`config.mk`:
```
export PLATFORM = sky130hd
export DESIGN_NAME = captura_frame_control
export DESIGN_NICKNAME = d
export VERILOG_FILES = /design/src/rtl/captura_pkg.sv /design/src/rtl/captura_edge_det.sv /design/src/rtl/captura_frame_control.sv
export SDC_FILE = /design/constraint.sdc
export NUM_CORES = 1
export LEC_CHECK = 0
export CAP_MARGIN = 15
export CORE_ASPECT_RATIO = 0.8
export CORE_UTILIZATION = 56
export DETAILED_ROUTE_END_ITERATION = 12
export GPL_ROUTABILITY_DRIVEN = 0
export PLACE_DENSITY_LB_ADDON = 0.05
export SYNTH_ARGS = -nofsm -noshare
export SYNTH_HDL_FRONTEND = slang
export SYNTH_SLANG_ARGS = --single-unit
export TNS_END_PERCENT = 20
```
`constraint.sdc`:
```
create_clock -name PCLK -period 4.05 [get_ports PCLK]
set_input_delay 1.0125 -clock PCLK [delete_from_list [all_inputs] [get_ports PCLK]]
set_output_delay 1.0125 -clock PCLK [all_outputs]
set_load 0.02 [all_outputs]
```
`src/rtl/captura_pkg.sv`:
```
// Shared definitions for the OV7670 capture path: sequencer state encoding,
// default frame geometry and small helpers.
package captura_pkg;

  typedef enum logic [2:0] {
    ST_IDLE    = 3'd0,
    ST_ARM     = 3'd1,
    ST_SYNC    = 3'd2,
    ST_CAPTURE = 3'd3,
    ST_DONE    = 3'd4
  } cap_state_e;

  localparam int unsigned H_PIX_DEF   = 160;
  localparam int unsigned V_LINES_DEF = 120;
  localparam int unsigned ADDR_W_DEF  = 17;

  // 8-bit increment that sticks at 255
  function automatic logic [7:0] sat_inc8(input logic [7:0] v);
    return (v == 8'hFF) ? v : v + 8'd1;
  endfunction

endpackage

```
`src/rtl/captura_edge_det.sv`:
```
// Registered sample of a camera timing pin with combinational rise/fall
// strobes; each edge is reported on the clock edge that registers it.
module captura_edge_det (
  input  logic i_clk,
  input  logic i_rst_n,
  input  logic i_d,
  output logic o_rise,
  output logic o_fall
);

  logic r_q;

  // One-cycle delayed copy of the pin
  always_ff @(posedge i_clk or negedge i_rst_n) begin
    if (!i_rst_n) r_q <= 1'b0;
    else          r_q <= i_d;
  end

  assign o_rise = i_d & ~r_q;
  assign o_fall = ~i_d & r_q;

endmodule

```
`src/rtl/captura_frame_control.sv`:
```
// Frame-level capture sequencer: arms on start, aligns to a VSYNC frame
// boundary, owns the frame-buffer write address, gates RAM writes and
// reports frame completion plus line/frame geometry errors.
module captura_frame_control
  import captura_pkg::*;
#(
  parameter int unsigned H_PIX   = H_PIX_DEF,
  parameter int unsigned V_LINES = V_LINES_DEF,
  parameter int unsigned ADDR_W  = ADDR_W_DEF
) (
  input  logic              PCLK,
  input  logic              RST_N,
  input  logic              VSYNC,
  input  logic              HREF,
  input  logic              start,
  input  logic              abort,
  input  logic              cont_mode,
  input  logic              we_in,
  output logic              cap_en,
  output logic [ADDR_W-1:0] ram_addr,
  output logic              ram_we,
  output logic              busy,
  output logic              frame_done,
  output logic [7:0]        line_cnt,
  output logic [7:0]        frame_cnt,
  output logic              line_err,
  output logic              frame_err,
  output logic              ovf
);

  // One extra bit so a full frame count is representable even when
  // H_PIX*V_LINES equals 2^ADDR_W.
  localparam int unsigned PIX_W = ADDR_W + 1;
  localparam logic [PIX_W-1:0] FRAME_PIX = PIX_W'(H_PIX * V_LINES);
  localparam logic [PIX_W-1:0] LINE_PIX  = PIX_W'(H_PIX);
  localparam logic [7:0]       LINE_TGT  = 8'(V_LINES);

  cap_state_e        r_state;
  logic [ADDR_W-1:0] r_addr;
  logic [PIX_W-1:0]  r_pix;
  logic [7:0]        r_line;
  logic [7:0]        r_frame;
  logic              r_line_err;
  logic              r_frame_err;
  logic              r_ovf;
  logic              r_frame_done;

  logic             w_vs_rise;
  logic             w_vs_fall;
  logic             w_unused_href_rise;
  logic             w_href_fall;
  logic             w_cap;
  logic             w_full;
  logic             w_we;
  logic [PIX_W-1:0] w_pix_line;
  logic [7:0]       w_line_inc;
  logic [7:0]       w_lines_at_end;

  captura_edge_det u_vs_det (
    .i_clk   (PCLK),
    .i_rst_n (RST_N),
    .i_d     (VSYNC),
    .o_rise  (w_vs_rise),
    .o_fall  (w_vs_fall)
  );

  captura_edge_det u_href_det (
    .i_clk   (PCLK),
    .i_rst_n (RST_N),
    .i_d     (HREF),
    .o_rise  (w_unused_href_rise),
    .o_fall  (w_href_fall)
  );

  assign w_cap      = (r_state == ST_CAPTURE);
  assign w_full     = ({1'b0, r_addr} == FRAME_PIX);
  assign w_we       = we_in & ~w_full & w_cap;
  // A write coinciding with HREF falling belongs to the line that is ending
  assign w_pix_line = r_pix + PIX_W'(w_we);
  assign w_line_inc = sat_inc8(r_line);
  assign w_lines_at_end = w_href_fall ? w_line_inc : r_line;

  // Sequencer, write-address counter and sticky status flags
  always_ff @(posedge PCLK or negedge RST_N) begin
    if (!RST_N) begin
      r_state      <= ST_IDLE;
      r_addr       <= '0;
      r_pix        <= '0;
      r_line       <= '0;
      r_frame      <= '0;
      r_line_err   <= 1'b0;
      r_frame_err  <= 1'b0;
      r_ovf        <= 1'b0;
      r_frame_done <= 1'b0;
    end else begin
      r_frame_done <= 1'b0;
      if (abort) begin
        r_state <= ST_IDLE;
      end else begin
        case (r_state)
          ST_IDLE: begin
            if (start) begin
              r_state     <= ST_ARM;
              r_line_err  <= 1'b0;
              r_frame_err <= 1'b0;
              r_ovf       <= 1'b0;
              r_frame     <= '0;
            end
          end
          ST_ARM: begin
            if (w_vs_rise) r_state <= ST_SYNC;
          end
          ST_SYNC: begin
            if (w_vs_fall) begin
              r_state <= ST_CAPTURE;
              r_addr  <= '0;
              r_line  <= '0;
              r_pix   <= '0;
            end
          end
          ST_CAPTURE: begin
            if (w_we) begin
              r_addr <= r_addr + ADDR_W'(1);
              r_pix  <= w_pix_line;
            end
            if (we_in && w_full) r_ovf <= 1'b1;
            if (w_href_fall) begin
              r_line <= w_line_inc;
              r_pix  <= '0;
              if (w_pix_line != LINE_PIX) r_line_err <= 1'b1;
            end
            if (w_vs_rise) begin
              r_state      <= ST_DONE;
              r_frame_done <= 1'b1;
              r_frame      <= r_frame + 8'd1;
              if (w_lines_at_end != LINE_TGT) r_frame_err <= 1'b1;
            end
          end
          ST_DONE: begin
            r_state <= cont_mode ? ST_SYNC : ST_IDLE;
          end
          default: r_state <= ST_IDLE;
        endcase
      end
    end
  end

  assign cap_en     = w_cap;
  assign busy       = (r_state != ST_IDLE);
  assign ram_we     = w_we;
  assign ram_addr   = r_addr;
  assign frame_done = r_frame_done;
  assign line_cnt   = r_line;
  assign frame_cnt  = r_frame;
  assign line_err   = r_line_err;
  assign frame_err  = r_frame_err;
  assign ovf        = r_ovf;

endmodule

```
==> results.sh <==
export IMPL_multi_input_area_um2=1980
export IMPL_areaGrowthSynthToFinish_pct=19.8
export IMPL_path_clk_slew_ns=0.08
export IMPL_io_pins=48
export IMPL_nFillCells=458
export IMPL_ff2ff_setup_slack_ns=0.50
export IMPL_via_per_inst=6.22
export IMPL_tns_ns=0
export IMPL_timing_rr_start="ram_addr[0]$_DFFE_PN0P_"
export IMPL_timing_setup_critical_path_class="input port to output pin"
export IMPL_min_period_ns=3.62
export IMPL_p_total_mw=1.34
export IMPL_initial_utilization_pct=59.7
export IMPL_hold_viol_final=0
export IMPL_arrival_ns=2.61
export IMPL_synth_edf_count=0
export IMPL_r2r_end="line_err$_DFFE_PN0P_"
export IMPL_cts_resized=0
export IMPL_die_w_um=92.2
export IMPL_synth_area_um2=3640
export IMPL_htree_levels=3
export IMPL_async_reset_ff_share_pct=100
export IMPL_crit_start="we_in"
export IMPL_syn_nets=423
export IMPL_detail_route_first_pass_iterations=5
export IMPL_drt_iter0_drc=344
export IMPL_clk_latency_ns=0.35
export IMPL_hpwl_um=6160
export IMPL_wl_um=8970
export IMPL_cts_made_buffers=9
export IMPL_vias=3361
export IMPL_wl_per_cell_um=16.6
export IMPL_outcome="complete, no violations"
export IMPL_ys_seq_elements=60
export IMPL_cts_sinks=60
export IMPL_fp_dieArea_um2=6830
export IMPL_hold_path_class="flop to flop"
export IMPL_start_kind="input port"
export IMPL_synth_ff_type="dfrtp_1"
export IMPL_post_cts_buffers=0
export IMPL_grt_use_total_pct=28.2
export IMPL_drc=0
export IMPL_synth_avg_cell_area_um2=8.90
export IMPL_rows=25
export IMPL_clock_path_buffers=2
export IMPL_grt_start_max_net_pins=35
export IMPL_fin_crit_sh_pct=89.4
export IMPL_maxCapViolCount=0
export IMPL_endpoint_kind="output pin"
export IMPL_yosysUniqueCellTypes=67
export IMPL_rsz0062_at_grt="false"
export IMPL_tritoncts="yes"
export IMPL_grt_antenna_before_repair=0
export IMPL_die_h_um=74.1
export IMPL_tightest_slew_ns=1.12
export IMPL_crit_end="ram_we"
export IMPL_root_buffer="clkbuf_8"
export IMPL_portBuffers=47
export IMPL_leakagePower_nw=1.80
export IMPL_grt_pass1_wl_um=14900
export IMPL_setup_viol_count_final=0
export IMPL_ys_warn_count=0
export IMPL_grt_overflow_total=0
export IMPL_coreArea_um2=6100
export IMPL_drv_slew=0
export IMPL_fmax_mhz=276
export IMPL_grt_pass1_vias=3007
export IMPL_cp_max_fo=3
export IMPL_required_ns=3.04
export IMPL_ys_seq_area_share_pct=41.2
export IMPL_syn_inst=409
export IMPL_p_per_area_nw_per_um2=308
export IMPL_antenna_left=0
export IMPL_r2r_cells=14
export IMPL_hold_buffers=0
export IMPL_peakVddDrop_mv=0.243
export IMPL_finalNetCount=468
export IMPL_finClkSkew_ns=0.00765
export IMPL_antenna_cells=0
export IMPL_layout_drive_gt1_share_pct=10.5
export IMPL_layout_area_seq_um2=1500
export IMPL_max_slew_margin_rel_pct=25.0
## kinds of logic (layout without fill, tap and decap cells)
group,count (synthesis),count (layout),share of synthesized area (%)
compound gates,109,109,19.5
xor+xnor,20,20,4.81
fa+ha+maj,6,6,2.06
buf+inv,33,83,4.26
flops,60,60,41.2
mux,6,6,1.79
simple gates,175,175,26.3
## routing by layer
| layer | part of all wire [%] | track usage, % |
|---|---|---|
| met5 | 0 | 0 |
| met1 | 47 | 39.5 |
| met4 | 1.1 | 6.42 |
| met2 | 44 | 43.3 |
| met3 | 7.6 | 8.69 |
## area by class of cell
cell class	count	area share [%]
clock inverter	7	1.72
multi-input combinational	316	45.5
sequential	60	34.4
clock buffer	9	2.84
timing repair buffer	56	12.2
tap	81	2.32
inverter	11	0.947
## power by group
group / total (mW) / switching (mW) / internal (mW) / leakage, nW
clock network: 0.555 / 0.269 / 0.287 / 0.0923
registers: 0.641 / 0.0264 / 0.615 / 0.826
logic: 0.147 / 0.0823 / 0.0649 / 0.881
total: 1.34 / 0.377 / 0.967 / 1.80
## synth_stat cells (all sizes together) (10+ instances only)
| master | number | share of area, % |
|---|---|---|
| dfrtp | 60 | 41 |
| nor2 | 52 | 5.6 |
| o21ai | 43 | 5.9 |
| nand2 | 35 | 3.7 |
| a21oi | 19 | 2.6 |
| nand3 | 16 | 2.7 |
| nand4 | 13 | 2.6 |
| and3 | 11 | 2.2 |
| buf | 11 | 2.0 |
| clkbuf | 11 | 1.1 |
| inv | 11 | 1.1 |
| xnor2 | 10 | 2.4 |
| xor2 | 10 | 2.4 |
## layout by cell type (no fill, tap or decap), drive strengths merged, types with 3 or more instances in the layout
cell           instances
and3                  11
o21ai                 43
clkdlybuf4s50         46
and2                   6
clkbuf                 9
a41oi                  4
o31a                   3
nand3                 16
nand2                 35
a22o                   4
dfrtp                 60
clkinvlp               3
xor2                  10
a31oi                  7
a21oi                 19
nor4                   4
nand2b                 4
o31ai                  6
o41ai                  3
ha                     6
nor4b                  4
buf                   10
inv                   13
nand4                 13
xnor2                 10
nor2                  52
or3                    5
mux2                   4
o2111ai                3
nor2b                  4
nor3                   8
## critical path, cell delays in order
cell and delay [ns]:
clkdlybuf4s50_1 0.46, inv_1 0.05, a41oi_1 0.21, nand2_1 0.13, inv_1 0.10, clkdlybuf4s50_1 0.63
## worst min-delay path by stage
stage,from,endpoint,slack [ns],depth (start not counted)
6_report,ovf$_DFFE_PN0P_,ovf$_DFFE_PN0P_,0.53,2
5_1_grt,frame_err$_DFFE_PN0P_,frame_err$_DFFE_PN0P_,0.55,1
4_1_cts,r_pix[0]$_DFFE_PN0P_,r_pix[0]$_DFFE_PN0P_,0.53,1
3_5_place_dp,ovf$_DFFE_PN0P_,ovf$_DFFE_PN0P_,0.51,2
3_3_place_gp,r_pix[0]$_DFFE_PN0P_,r_pix[0]$_DFFE_PN0P_,0.50,1
2_1_floorplan,r_pix[0]$_DFFE_PN0P_,r_pix[0]$_DFFE_PN0P_,0.48,1
## flip-flops by register name, summed over array words and instances (netlist names)
register        flops
ram_addr           17
u_href_det.r_q      1
frame_err           1
r_state             3
line_err            1
frame_done          1
ovf                 1
u_vs_det.r_q        1
r_pix              18
frame_cnt           8
line_cnt            8
## stage by stage
| step | instance area (um^2) | instances | hold slack [ns] | utilization (%) | worst slack, ns |
|---|---|---|---|---|---|
| after global placement | 4160 | 524 | 0.497 | 68.2 | 0.180 |
| final | 4360 | 540 | 0.529 | 71.5 | 0.430 |
| after global routing | 4360 | 540 | 0.550 | 71.5 | 0.353 |
| after CTS | 4360 | 540 | 0.530 | 71.5 | 0.435 |
| after floorplan | 3640 | 409 | 0.477 | - | 0.271 |
| after detailed placement | 4160 | 524 | 0.507 | 68.2 | 0.141 |
No activity file was read; power rests on OpenSTA's default activity.
